`src/rtl/ifu_fetch.sv`:
```
// Instruction fetch unit: owns the PC, issues one imem request per instruction and holds the returned word for decode/execute.
// Optional build macro IFU_ALIGN_CHECK_EN: a misaligned dnpc at the consumer handshake stops fetch with a fault.
module ifu_fetch #(
  parameter logic [31:0] RESET_PC = 32'h8000_0000,
  parameter logic [31:0] INST_NOP = 32'h0000_0013
) (
  input  logic        clk,
  input  logic        rst_n,
  output logic        imem_req_valid,
  input  logic        imem_req_ready,
  output logic [31:0] imem_addr,
  input  logic        imem_rsp_valid,
  input  logic [31:0] imem_rsp_data,
  input  logic        imem_rsp_err,
  output logic        inst_valid,
  input  logic        inst_ready,
  output logic [31:0] inst,
  output logic [31:0] pc,
  input  logic [31:0] dnpc,
  input  logic        halt,
  output logic        halted,
  output logic        fault
);

  localparam int unsigned XLEN = 32;

  typedef enum logic [2:0] {
    S_IDLE,
    S_REQ,
    S_WAIT,
    S_HOLD,
    S_STOP
  } state_e;

  state_e            state_q, state_d;
  logic [XLEN-1:0]   pc_q, pc_d;
  logic [XLEN-1:0]   inst_q, inst_d;
  logic              req_valid_q, req_valid_d;
  logic              inst_valid_q, inst_valid_d;
  logic              halted_q, halted_d;
  logic              fault_q, fault_d;
  logic              misalign_c;
  logic [XLEN-1:0]   npc_c;

`ifdef IFU_ALIGN_CHECK_EN
  // Keep the raw target so a misaligned jump is visible when debugging the fault.
  assign misalign_c = (dnpc[1:0] != 2'b00);
  assign npc_c      = dnpc;
`else
  assign misalign_c = 1'b0;
  assign npc_c      = dnpc & ~XLEN'(3);
`endif

  // Next-state and registered-output values.
  always_comb begin
    state_d  = state_q;
    pc_d     = pc_q;
    halted_d = halted_q;
    fault_d  = fault_q;

    case (state_q)
      S_IDLE: state_d = S_REQ;
      S_REQ: begin
        if (imem_req_ready) state_d = S_WAIT;
      end
      S_WAIT: begin
        if (imem_rsp_valid) begin
          if (imem_rsp_err) begin
            fault_d = 1'b1;
            state_d = S_STOP;
          end else begin
            state_d = S_HOLD;
          end
        end
      end
      S_HOLD: begin
        if (inst_ready) begin
          pc_d = npc_c;
          if (misalign_c) begin
            fault_d = 1'b1;
            state_d = S_STOP;
          end else if (halt) begin
            halted_d = 1'b1;
            state_d  = S_STOP;
          end else begin
            state_d = S_REQ;
          end
        end
      end
      S_STOP:  state_d = S_STOP;
      default: state_d = S_IDLE;
    endcase

    req_valid_d  = (state_d == S_REQ);
    inst_valid_d = (state_d == S_HOLD);
    inst_d       = INST_NOP;
    if (state_d == S_HOLD) inst_d = (state_q == S_HOLD) ? inst_q : imem_rsp_data;
  end

  always_ff @(posedge clk or negedge rst_n) begin
    if (!rst_n) begin
      state_q      <= S_IDLE;
      pc_q         <= RESET_PC;
      inst_q       <= INST_NOP;
      req_valid_q  <= 1'b0;
      inst_valid_q <= 1'b0;
      halted_q     <= 1'b0;
      fault_q      <= 1'b0;
    end else begin
      state_q      <= state_d;
      pc_q         <= pc_d;
      inst_q       <= inst_d;
      req_valid_q  <= req_valid_d;
      inst_valid_q <= inst_valid_d;
      halted_q     <= halted_d;
      fault_q      <= fault_d;
    end
  end

  assign imem_req_valid = req_valid_q;
  assign imem_addr      = pc_q;
  assign inst_valid     = inst_valid_q;
  assign inst           = inst_q;
  assign pc             = pc_q;
  assign halted         = halted_q;
  assign fault          = fault_q;

endmodule

```
`config.mk`:
```
export PLATFORM = sky130hd
export DESIGN_NAME = ifu_fetch
export DESIGN_NICKNAME = d
export VERILOG_FILES = /design/src/rtl/ifu_fetch.sv
export SDC_FILE = /design/constraint.sdc
export NUM_CORES = 1
export LEC_CHECK = 0
export ABC_CLOCK_PERIOD_IN_PS = 2050
export BUFFER_PORTS_ARGS = -buffer_cell sky130_fd_sc_hd__buf_2
export CORE_MARGIN = 5
export CORE_UTILIZATION = 42
export DETAILED_ROUTE_END_ITERATION = 16
export MAX_ROUTING_LAYER = met4
export PLACE_DENSITY = 0.75
export SLEW_MARGIN = 15
export SYNTH_ARGS = -nofsm -noshare
export SYNTH_HDL_FRONTEND = slang
export SYNTH_SLANG_ARGS = --single-unit
```
`constraint.sdc`:
```
create_clock -name clk -period 2.05 [get_ports clk]
set_input_delay 0 -clock clk [delete_from_list [all_inputs] [get_ports clk]]
set_output_delay 0 -clock clk [all_outputs]
set_load 0.05 [all_outputs]
```
==> summary.md, run 1 <==
| Metric | Value |
|---|---|
| Status | `completed` |
| NumNets Final | `~510` |
| Seq cells post-synth | `a little under 70` |
| Mapped Cells | `~250` |
| Die ar. | `between 0.009 and 0.01 mm²` |
| Dpl ws | `between 0.2 and 0.3 ns` |
| Die Wd | `a little under 100 µm` |
| Worst-Skew Late Latency | `around 0.33 ns` |
| Worst Path Arrival | `2.01 ns` |
| Mapped cell area | `about 0.0032 mm²` |
| Clock transition at path regs | `0.07 ns` |
| DR pass1 iterations | `5` |
| Final cell count without fillers | `between 500 and 600` |
| Final min period | `1.79 ns` |
| Final cycle utilization of the critical path | `between 80 and 90%` |
| M3 GR Usage | `between 4 and 5%` |
| TritonCTS clock tree | `yes` |
| CTS H-tree depth | `3` |
| Avg WL per Cell | `15.5 µm` |
| Total Wirelength | `roughly 8500 µm` |
| Layout cells sized above 1 | `between 50% and 60%` |
| Synth area leaders | `dfrtp_1 (50%), mux2_2 (10%), mux2i_1 (9.9%)` |
| Setup bufs post-CTS | `0` |
| Clk sink count | `about 70` |
| CP Data Required Time | `between 2 and 2.5 ns` |
| Max Freq | `560 MHz` |
| Avg Cell Area, Syn | `around 13 µm²` |
| Grt total ovfl | `0` |
| # DRC | `0` |
| Setup slack after layout | `about 0.26 ns` |
| Antenna diode count | `0` |
| Most common cell in the netlist | `dfrtp_1` |
| CP Launch Type | `flip-flop` |
| All-Layer GR Usage | `a little under a fifth` |
| Final setup vio count | `0` |
| TNS Setup | `0 ns` |
| Cell taking the most area after synthesis | `dfrtp_1` |
| Maxcap violations | `0` |
| GR Util met1 | `between 10% and 20%` |
| Critical-path maximum fanout | `31` |
| Area grow syn2layout | `48.4%` |
| Least-Margin Pin Slew | `0.771 ns` |
| Clk buf depth | `2` |
| Post-synth top area share | `approximately 50%` |
| Core Area | `~0.0076 mm²` |
| Post-synth EDFFs | `0` |
| Cts bufs inserted | `9` |
| RSZ-0062 raised after global routing | `no` |
| DRT antenna net count | `0` |
| DR vias/cell | `between 4 and 5` |
| Std cell rows | `32` |
| Kind of critical path | `reg -> reg` |
| Drt initial violations | `37` |
| Final Skew | `between 0.01 and 0.015 ns` |
| HPWL Detailed | `between 5000 and 6000 µm` |
| Root Driver | `clkbuf_8` |
| Yosys cell types | `30` |
| Sequential cell area fraction in the yosys report | `between 50% and 60%` |
| Most Crowded Layer GR | `met2` |
| Vias in the first global route | `about 2900` |
| Hold WC Path Type | `in -> reg` |
| Max-slew violations | `0` |
| FFs w/ async S/R, synth | `100%` |
| Synth top cells by count | `dfrtp_1 (65), buf_4 (36), mux2i_1 (32)` |
| Antenna violations before repair | `0` |
| Initial Utilization | `between 40 and 50%` |
| I/O pin total | `171` |
| Fillcell total | `slightly above 600` |
| Number of buffers inserted by port buffering | `around 160` |
| Synth Warn # | `0` |
| Placed Cells | `between 400 and 500` |
| Vias | `approximately 2600` |
| Global-route wire length before repair | `between 10000 and 15000 µm` |
| Pin count of the biggest net entering global routing | `38` |
| GRT met2 Usage | `approximately a third` |
| Final GP Congestion | `roughly 0.8` |
| Crit path capture type | `flip-flop` |
| Slew headroom | `between 40% and 50%` |
| Die height | `about 98 µm` |
| Hold Fails Final Rpt | `0` |
| Top FF cell, synth | `dfrtp_1` |
-- placed cells by master (no fill, tap or decap), types with 2 or more instances in the layout --
cell | netlist | final
a211oi_1 | 18 | 18
a211oi_2 | 11 | 11
a21oi_1 | 2 | 2
buf_12 | 0 | 3
buf_2 | 8 | 164
buf_4 | 36 | 3
bufinv_16 | 0 | 3
clkbuf_1 | 4 | 2
clkbuf_8 | 0 | 10
conb_1 | 1 | 4
dfrtp_1 | 65 | 65
dfstp_2 | 4 | 4
dlygate4sd3_1 | 0 | 64
mux2_2 | 30 | 30
mux2i_1 | 32 | 32
nand2_1 | 5 | 5
nand3_1 | 2 | 2
nor2_1 | 3 | 3
nor2b_1 | 4 | 4
o211ai_1 | 3 | 3
-- repair_timing --
| action | CTS | global route |
|---|---|---|
| endpoints found under the hold margin | 90 | 0 |
| gates resized for setup | 0 | 0 |
| hold buffers | 64 | 0 |
-- through the flow --
step,util (%),hold WS (ns),instance area [µm²]
2_1_floorplan,-,-0.296,3250
3_3_place_gp,51.6,0.107,3930
3_5_place_dp,51.6,0.122,3930
4_1_cts,63.2,0.00874,4810
5_1_grt,63.2,0.00801,4810
6_report,63.2,0.0294,4810
-- cell type report --
| cell class | count | area, µm² | share of cell area (%) |
|---|---|---|---|
| clock buffers | 12 | 145 | 3.02 |
| clock inverters | 4 | 95.1 | 1.98 |
| multi-input cells | 126 | 1160 | 24.1 |
| inverters | 2 | 7.51 | 0.156 |
| flip-flops and latches | 69 | 1730 | 36.0 |
| repair buffers | 234 | 1540 | 32.1 |
| well taps | 102 | 128 | 2.65 |
-- metal layers --
metal | wire (µm) | vias up
li1 | - | 1235
met1 | 3220 | 1276
met2 | 4590 | 97
met3 | 455 | 22
met4 | 246 | 0
met5 | 0 | -
-- sequential cells by signal, indices dropped and copies added, names as in the netlist --
signal	flops
inst_valid	1
imem_req_valid	1
halted	1
fault	1
state_q	3
imem_addr	30
inst	32
-- logic make-up (layout without fill, tap and decap cells) --
family,Yosys count,count (layout),share of synthesized area (%)
AND/OR/NAND/NOR,18,18,2.97
buffers and inverters,53,252,11.3
multiplexers,62,62,20.3
AO/OA/AOI/OAI,42,42,11.8
other,1,4,0.116
flip-flops,69,69,53.5
-- path summary, 6_finish.rpt --
check / from / endpoint / slack [ns] / cells past startpoint
worst max-delay path: state_q[0] / inst[9] / 0.26 / 4
worst min-delay path: inst_ready / imem_req_valid / 0.03 / 3
worst max register to register: state_q[0] / inst[9] / 0.26 / 4
worst min register to register: halted / halted / 0.50 / 1
max in group asynchronous: rst_n / imem_addr[2] / 1.09 / 3
min in group asynchronous: rst_n / state_q[1] / 0.30 / 2
-- critical path: stages (launching register included) --
cell      delay (ns)
dfrtp_1         0.48
nor4b_1         0.62
a221oi_4        0.07
buf_12          0.21
a211oi_1        0.27
Power of run 1 is left out: the tool's default activity adds up to more than one toggle a clock period on the data nets, which glitch-free logic cannot reach.
==> inputs of run 2 (changes only) <==
--- a/config.mk
+++ b/config.mk
@@ -11,7 +11,7 @@
 export CORE_UTILIZATION = 42
 export DETAILED_ROUTE_END_ITERATION = 16
 export MAX_ROUTING_LAYER = met4
-export PLACE_DENSITY = 0.75
+export PLACE_DENSITY_LB_ADDON = 0.1
 export SLEW_MARGIN = 15
 export SYNTH_ARGS = -nofsm -noshare
 export SYNTH_HDL_FRONTEND = slang
==> summary.md, run 2 (synthesized netlist as in run 1, its figures left out) <==
| Metric | Value |
|---|---|
| Status | `completed` |
| Commonest non-fill, non-tap cell in the layout | `buf_2` |
| Multi-input gate area | `0.00116 mm² (unchanged)` |
| Clock transition at path regs | `0.07 ns (about the same)` |
| Antenna violations before repair | `0 (unchanged)` |
| Least-Margin Pin Slew | `0.569 ns (-0.202 ns)` |
| Clk buf depth | `2 (unchanged)` |
| DR pass1 iterations | `4 (-1)` |
| Critical-path maximum fanout | `31 (unchanged)` |
| Worst Path Arrival | `1.93 ns (-0.08 ns)` |
| Slowest stage delay, CP | `0.58 ns (-0.04 ns)` |
| Die ar. | `0.00957 mm² (unchanged)` |
| Vias | `2566 (-2.4%)` |
| Worst-Skew Late Latency | `0.33 ns (about the same)` |
| Final min period | `1.69 ns (-0.0947 ns)` |
| Pin count of the biggest net entering global routing | `70 (+84%)` |
| Hold WC Path Type | `in -> reg` |
| Vias in the first global route | `2715 (-7.4%)` |
| Initial Utilization | `42.6% (unchanged)` |
| Drt initial violations | `72 (+95%)` |
| TritonCTS clock tree | `yes` |
| Max reg flops | `32 (unchanged)` |
| Die Wd | `97.8 µm (unchanged)` |
| Core Area | `0.00761 mm² (unchanged)` |
| Grt total ovfl | `0 (unchanged)` |
| CP Launch Type | `flip-flop` |
| Sequential cell area | `0.00173 mm² (unchanged)` |
| Die height | `97.8 µm (unchanged)` |
| Most frequent cells in the layout | `buf_2 (164), dlygate4sd3_1 (66), dfrtp_1 (65), mux2i_1 (32), mux2_2 (30)` |
| Total Wirelength | `8040 µm (-5.6%)` |
| NumNets Final | `516 (+0.58%)` |
| HPWL Detailed | `5140 µm (-7.1%)` |
| Final setup vio count | `0 (unchanged)` |
| Crit path capture type | `flip-flop` |
| Metal2 WL | `3970 µm (-13%)` |
| Slowest-stage cell, CP | `nor4b_1` |
| Avg WL per Cell | `14.6 µm (-6.1%)` |
| RSZ-0062 raised after global routing | `no` |
| Max-slew violations | `0 (unchanged)` |
| Final cycle utilization of the critical path | `82.5% (-4.6 points)` |
| Cell Area, Placed | `0.00394 mm² (+0.19%)` |
| I/O pin total | `171 (unchanged)` |
| Std cell rows | `32 (unchanged)` |
| Slew headroom | `61.5% (+13 points)` |
| Final Skew | `0.00588 ns (-0.00464 ns)` |
| Resize count post-CTS | `0 (unchanged)` |
| DR vias/cell | `4.65 (-3.0%)` |
| Antenna diode count | `0 (unchanged)` |
| Hold Crit Start | `inst_ready` |
| Area grow syn2layout | `48.0%` |
| Fillcell total | `639 (+4.4%)` |
| Met1 wire length | `3420 µm (+6.1%)` |
| Final Util | `63.0% (-0.16 points)` |
| Fin area | `0.00480 mm² (-0.26%)` |
| Global-route wire length before repair | `13300 µm (-6.1%)` |
| All-Layer GR Usage | `17.5% (-1.2 points)` |
| Kind of critical path | `reg -> reg` |
| Number of buffers inserted by port buffering | `164 (unchanged)` |
| Final GP Congestion | `0.773 (-4.5%)` |
| Setup bufs post-CTS | `0 (unchanged)` |
| CTS H-tree depth | `3 (unchanged)` |
| Hold Fails Final Rpt | `0 (unchanged)` |
| Clk sink count | `69 (unchanged)` |
| Cts bufs inserted | `9 (unchanged)` |
| Layout cells sized above 1 | `52.7% (+0.32 points)` |
| Maxcap violations | `0 (unchanged)` |
| Cells along the critical path | `nor4b_1 -> a221oi_4 -> buf_12 -> a211oi_1` |
| Max Freq | `592 MHz (+5.6%)` |
| Met3 routed WL | `559 µm (+23%)` |
| # DRC | `0 (unchanged)` |
| TNS Setup | `0 ns (unchanged)` |
| DRT antenna net count | `0 (unchanged)` |
| CP Data Required Time | `2.29 ns (about the same)` |
| Root Driver | `clkbuf_8` |
| Reg2reg start | `state_q[0]` |
| Final Hold Slack | `0.0587 ns (+0.0293 ns)` |
| Top sig layer | `met4` |
| Crit path launch | `state_q[0]` |
run 2: path summary, 6_finish.rpt:
kind | endpoint | slack (ns) | cells past startpoint
max | inst[3] | 0.36 | 4
min | imem_req_valid | 0.06 | 3
max reg2reg | inst[3] | 0.36 | 4
min reg2reg | halted | 0.48 | 1
max in group asynchronous | imem_addr[31] | 1.49 | 3
min in group asynchronous | inst[3] | 0.20 | 3
run 2: per-layer routing:
metal / up-vias / GRT usage, %
met4: 0 / 6.07
met2: 94 / 27.9
met3: 11 / 5.43
li1: 1241 / -
met1: 1220 / 21.1
met5: - / -
run 2: final cells by class:
| cell class | count | area share [%] |
|---|---|---|
| flip-flops and latches | 69 | 36.1 |
| repair buffers | 237 | 32.8 |
| multi-input cells | 126 | 24.1 |
| clock buffers | 10 | 2.87 |
| well taps | 102 | 2.66 |
| clock inverters | 6 | 1.30 |
| inverters | 2 | 0.157 |
run 2: timing repair:
| item | 4_1_cts | 5_1_grt |
|---|---|---|
| hold endpoints to repair | 133 | 0 |
| setup endpoints to repair | 0 | 0 |
| hold buffers | 66 | 0 |
run 2: worst max-delay path: cells and delay by family, from the launching register on:
kind / cells / cell delay, ns
flip-flops: 1 / 0.48
buffers and inverters: 1 / 0.21
AO/OA/AOI/OAI: 2 / 0.31
AND/OR/NAND/NOR: 1 / 0.58
run 2: per-stage QoR:
stage / setup WS [ns] / instances
3_5_place_dp: 0.384 / 470
3_3_place_gp: 0.412 / 470
6_report: 0.359 / 552
5_1_grt: 0.195 / 552
2_1_floorplan: 0.527 / 248
4_1_cts: 0.354 / 552
Power of run 2 is left out for the same reason.
